<file path="src/rtl/gf180mcu_fd_sc_mcu7t5v0__crc8_ser_1_if.sv">
// Serial CRC-8 bus: frame control and serial data in, CRC and status out.
// The master modport drives the frame and data bits. The slave modport is
// the CRC engine.
interface gf180mcu_fd_sc_mcu7t5v0__crc8_ser_1_if;
    logic       START;
    logic       EN;
    logic       D;
    logic [7:0] Q;
    logic       BUSY;
    logic       DONE;
    logic       MATCH;

    modport master (
        output START, EN, D,
        input  Q, BUSY, DONE, MATCH
    );

    modport slave (
        input  START, EN, D,
        output Q, BUSY, DONE, MATCH
    );
endinterface

</file>
<file path="src/rtl/gf180mcu_fd_sc_mcu7t5v0__crc8_ser_1.sv">
// Bit-serial CRC-8 accumulator for fixed-length frames, MSB first.
// START (re)loads the register. Each EN-qualified bit in ACC advances the LFSR.
// After NBITS bits, one FIN cycle pulses DONE and latches MATCH (CRC == 0).
module gf180mcu_fd_sc_mcu7t5v0__crc8_ser_1 #(
    parameter logic [7:0] POLY  = 8'h07,
    parameter logic [7:0] INIT  = 8'h00,
    parameter int         NBITS = 16
) (
    input  logic CLK,
    input  logic RN,
    gf180mcu_fd_sc_mcu7t5v0__crc8_ser_1_if.slave bus
);
    // Sized to hold NBITS itself, so the counter never wraps.
    localparam int CW = $clog2(NBITS + 1);
    localparam logic [CW-1:0] LAST_CNT = CW'(NBITS);

    typedef enum logic [1:0] {
        IDLE = 2'd0,
        ACC  = 2'd1,
        FIN  = 2'd2
    } state_t;

    state_t        state_reg, state_next;
    logic [7:0]    crc_reg, crc_next;
    logic [CW-1:0] cnt_reg, cnt_next;
    logic          match_reg, match_next;
    logic          busy_reg, busy_next;
    logic          done_reg, done_next;

    logic          fb;
    logic [7:0]    crc_shift;
    logic [CW-1:0] cnt_inc;

    assign fb      = crc_reg[7] ^ bus.D;
    assign cnt_inc = cnt_reg + CW'(1);

    // One LFSR step: shift left and fold in the polynomial when the feedback bit is set.
    assign crc_shift[0] = fb & POLY[0];
    for (genvar gi = 1; gi < 8; gi++) begin : g_lfsr
        assign crc_shift[gi] = crc_reg[gi-1] ^ (fb & POLY[gi]);
    end

    // Next-state and next-output logic. START overrides everything and drops the coincident bit.
    always_comb begin
        state_next = state_reg;
        crc_next   = crc_reg;
        cnt_next   = cnt_reg;
        match_next = match_reg;
        if (bus.START) begin
            state_next = ACC;
            crc_next   = INIT;
            cnt_next   = '0;
            match_next = 1'b0;
        end else begin
            case (state_reg)
                IDLE: begin
                    state_next = IDLE;
                end
                ACC: begin
                    if (bus.EN) begin
                        crc_next = crc_shift;
                        cnt_next = cnt_inc;
                        if (cnt_inc == LAST_CNT) begin
                            state_next = FIN;
                            match_next = (crc_shift == 8'h00);
                        end
                    end
                end
                FIN: begin
                    state_next = IDLE;
                end
                default: begin
                    state_next = IDLE;
                end
            endcase
        end
        busy_next = (state_next == ACC);
        done_next = (state_next == FIN);
    end

    // State and output registers. BUSY and DONE come straight from flops, so they cannot glitch.
    always_ff @(posedge CLK or negedge RN) begin
        if (!RN) begin
            state_reg <= IDLE;
            crc_reg   <= INIT;
            cnt_reg   <= '0;
            match_reg <= 1'b0;
            busy_reg  <= 1'b0;
            done_reg  <= 1'b0;
        end else begin
            state_reg <= state_next;
            crc_reg   <= crc_next;
            cnt_reg   <= cnt_next;
            match_reg <= match_next;
            busy_reg  <= busy_next;
            done_reg  <= done_next;
        end
    end

    assign bus.Q     = crc_reg;
    assign bus.BUSY  = busy_reg;
    assign bus.DONE  = done_reg;
    assign bus.MATCH = match_reg;
endmodule

</file>
<file path="src/flat_wrapper.sv">
// flat-port wrapper written by rule: the top's interface ports become plain ports
module gf180mcu_fd_sc_mcu7t5v0__crc8_ser_1_flat 
#(
    parameter logic [7:0] POLY  = 8'h07,
    parameter logic [7:0] INIT  = 8'h00,
    parameter int         NBITS = 16
)
  (CLK, RN, bus_START, bus_EN, bus_D, bus_Q, bus_BUSY, bus_DONE, bus_MATCH);
  gf180mcu_fd_sc_mcu7t5v0__crc8_ser_1_if bus_i ();
  input  logic CLK;
  input  logic RN;
  input wire logic [$bits(bus_i.START)-1:0] bus_START;
  input wire logic [$bits(bus_i.EN)-1:0] bus_EN;
  input wire logic [$bits(bus_i.D)-1:0] bus_D;
  output wire logic [$bits(bus_i.Q)-1:0] bus_Q;
  output wire logic [$bits(bus_i.BUSY)-1:0] bus_BUSY;
  output wire logic [$bits(bus_i.DONE)-1:0] bus_DONE;
  output wire logic [$bits(bus_i.MATCH)-1:0] bus_MATCH;
  assign bus_i.START = bus_START;
  assign bus_i.EN = bus_EN;
  assign bus_i.D = bus_D;
  assign bus_Q = bus_i.Q;
  assign bus_BUSY = bus_i.BUSY;
  assign bus_DONE = bus_i.DONE;
  assign bus_MATCH = bus_i.MATCH;
  gf180mcu_fd_sc_mcu7t5v0__crc8_ser_1 #(.POLY(POLY), .INIT(INIT), .NBITS(NBITS)) u_core (.CLK(CLK), .RN(RN), .bus(bus_i));
endmodule
</file>
<file path="config.mk">
export PLATFORM = sky130hd
export DESIGN_NAME = gf180mcu_fd_sc_mcu7t5v0__crc8_ser_1_flat
export DESIGN_NICKNAME = d
export VERILOG_FILES = /design/src/rtl/gf180mcu_fd_sc_mcu7t5v0__crc8_ser_1_if.sv /design/src/rtl/gf180mcu_fd_sc_mcu7t5v0__crc8_ser_1.sv /design/src/flat_wrapper.sv
export SDC_FILE = /design/constraint.sdc
export NUM_CORES = 1
export LEC_CHECK = 0
export BUFFER_PORTS_ARGS = -buffer_cell sky130_fd_sc_hd__buf_4
export CAP_MARGIN = 0
export CORE_AREA = 3 3 46 48
export DETAILED_ROUTE_END_ITERATION = 6
export DIE_AREA = 0 0 49 51
export HOLD_SLACK_MARGIN = 0.1
export PLACE_DENSITY_LB_ADDON = 0.12
export SLEW_MARGIN = 20
export SYNTH_ARGS = -nofsm -noshare
export SYNTH_HDL_FRONTEND = slang
export SYNTH_SLANG_ARGS = --single-unit
export TNS_END_PERCENT = 50
</file>
<file path="constraint.sdc">
create_clock -name CLK -period 2.35 [get_ports CLK]
set_clock_uncertainty 0.15 [all_clocks]
set_input_delay 0 -clock CLK [delete_from_list [all_inputs] [get_ports CLK]]
set_output_delay 0 -clock CLK [all_outputs]
set_load 0.05 [all_outputs]
</file>
==> qor.yml <==
floorplanning:
  fp.dieArea_mm2: 0.00250
  die_h_um: 51
  pin_count: 16
  core_area_mm2: 0.00175
  die_w_um: 49
  floorplan.initialDensity_pct: 48.7
  rows: 15
place:
  hpwl_um: 1150
  portBuffers: 15
  gp_congestion: 0.758
pwr:
  p_int_uw: 446
  power_frac_comb_pct: 14.1
  switching_share_pct: 25.8
  seqPwrFrac_pct: 54.6
  ir_worst_vdd_mv: 0.334
  power_density_mw_per_mm2: 556
  clkPwrFrac_pct: 31.3
  leakage_uw: 0.000482
  p_sw_uw: 155
synthesis:
  yosys_warnings: 0
  ys_async_sr_fraction_pct: 100
  synth_cell_types: 28
  yosysSeqAreaShare_pct: 52.9
  synthTopCellsByArea: "dfrtp_1 (53%), nand2_1 (7.1%), a21oi_1 (4.7%)"
  synth_edf_count: 0
  syn_inst: 83
  synth_commonest_cells: "dfrtp_1 (18), nand2_1 (16), a21oi_1 (8)"
  synth_most_common_cell: "dfrtp_1"
  syn_area_per_cell_um2: 10.3
  yosysTopAreaCell: "dfrtp_1"
  synth_flop_cell: "dfrtp_1"
  syn_area_um2: 851
  ys_ff_latch: 18
  syn_nets: 90
  synthDominantCellAreaShare_pct: 52.9
critical_path:
  worst_setup_path_end_kind: "flop"
  required_ps: 2420
  cpPeakStageDelay_ps: 450
  worst_path_max_delay_cell: "or4b_1"
  path_cells: "xnor2_2, ha_1, or4b_1, nor3_2, nand4b_1, a21oi_1"
  cp_max_fo: 3
  worst_ep_arrival_time_ps: 2110
  cp-start-kind: "flop"
  crit_type: "flop to flop"
clock_network:
  cts-root-buf: "clkbuf_4"
  cts_sinks: 18
  numCtsBuffers: 3
  cts_htree_levels: 1
  tritoncts: "yes"
  clockBufferDepth: 2
  post_cts_resize_count: 0
  clock_latency_ps: 280
  path_clk_slew_ps: 100
timing:
  setup_viol: 0
  report.final.slew_viol_count: 0
  rsz0062_at_grt: "no"
  fin_crit_ps: 2040
  fin_tns_setup_ps: 0
  fmax_mhz: 490
  maxSlewHeadroom_pct: 46.3
  worst_pin_slew_ps: 803
  min_period_over_period_pct: 86.9
  hold_violations: 0
route:
  drt_wl_total_um: 1670
  drc: 0
  num_vias: 655
  wl_per_cell_um: 12.9
  viasPerCell: 5.04
  drt_iter0_markers: 8
  ant_nets: 0
  firstDrtPassIters: 4
grt:
  grt_max_degree: 19
  overflow: 0
  grt_pass1_wl_um: 2900
  grt_pass1_vias: 601
  gr-usage-all-layers_pct: 15.3
  antenna_found_initial: 0
finish:
  multiInputGateArea_um2: 375
  largest_reg_flops: 8
  seqCellArea_um2: 450
  fin_nets: 113
  area_growth_pct: 27.1
  antennaDiodeCount: 0
  drive_gt1_share_pct: 21.9
  final_util_pct: 61.9
  fillCellCount: 163
hold_path:
  hold_class: "input pin to flop"
flow_run:
  maxCapViolations: 0
outcome:
  status: "finished, final reports clean"
layer usage:
metal / up-vias / GRT usage [%] / wire length, um / share of wire, %
met5: - / 0 / 0 / 0
li1: 327 / - / - / -
met1: 312 / 21.2 / 819 / 49
met4: 0 / 4.27 / 12 / 0.72
met2: 14 / 24.0 / 759 / 45
met3: 2 / 3.50 / 83 / 5.0
power groups by stage:
stage | clock network (uW) | registers [uW] | logic (uW)
2_1_floorplan | 0 | 349 | 34.1
3_3_place_gp | 0 | 334 | 76.5
3_5_place_dp | 0 | 334 | 77.0
4_1_cts | 194 | 328 | 85.8
5_1_grt | 211 | 330 | 92.3
6_report | 188 | 328 | 84.7
critical path, delay by kind of cell (launching register included):
kind	cells	cell delay, ps
AND/OR/NAND/NOR	3	680
flip-flops	1	430
XOR/XNOR	1	340
adder cells (fa/ha/maj)	1	210
AO/OA/AOI/OAI	1	160
per-stage QoR:
stage | hold slack, ps | worst slack [ps] | total power (uW) | std cells | instance area, um2
after floorplan | -446 | 210 | 383 | 83 | 851
after global placement | -267 | 430 | 410 | 120 | 985
after detailed placement | -267 | 346 | 411 | 120 | 985
after CTS | 413 | 310 | 608 | 130 | 1080
after global routing | 428 | 186 | 633 | 130 | 1080
final | 410 | 308 | 601 | 130 | 1080
worst paths after layout:
check                                 start                end  slack (ps)  cells past startpoint
max                         u_core.bus.Q[7]   u_core.bus.MATCH         310                      6
min                               bus_START    u_core.bus.Q[6]         410                      3
max reg2reg                 u_core.bus.Q[7]   u_core.bus.MATCH         310                      6
min reg2reg                u_core.bus.MATCH   u_core.bus.MATCH         420                      2
max in group asynchronous                RN  u_core.cnt_reg[0]         830                      3
min in group asynchronous                RN  u_core.cnt_reg[2]         720                      3
repair_timing:
action                                 4_1_cts  5_1_grt
buffers inserted                             0        0
hold buffers                                 6        0
endpoints found under the hold margin       36        0
area by class of cell:
cell class | count | share of cell area [%]
sequential | 18 | 41.7
multi-input combinational | 59 | 34.7
timing repair buffer | 22 | 16.7
clock buffer | 4 | 3.36
tap | 25 | 2.89
inverter | 2 | 0.694
placed cells by master, fill, tap and decap left out:
cell	n
ha_1	2
nand3_1	2
clkbuf_4	3
nor2b_1	1
nor3_2	1
xnor2_2	1
nand2b_1	1
xor2_4	1
nor2_1	5
a31o_1	2
a21oi_1	8
o21ai_1	3
inv_1	2
buf_4	16
xor2_1	3
dfrtp_1	18
nor3_1	2
and3b_1	1
nand2_1	16
and2_1	1
clkbuf_8	1
xnor2_1	1
o21a_1	1
nand4b_1	2
nand4_1	2
nand3b_1	1
a211oi_1	1
dlygate4sd3_1	6
or4b_1	1
cell families (layout without fill, tap and decap cells):
family                   Yosys count  count (layout)  synth area share, %
AO/OA/AOI/OAI                     15              15                 10.3
XOR/XNOR                           6               6                 9.27
adder cells (fa/ha/maj)            2               2                 2.94
buffers and inverters              6              28                 2.94
flip-flops                        18              18                 52.9
AND/OR/NAND/NOR                   36              36                 21.6
Note: power is estimated with default switching activity, not from simulation.
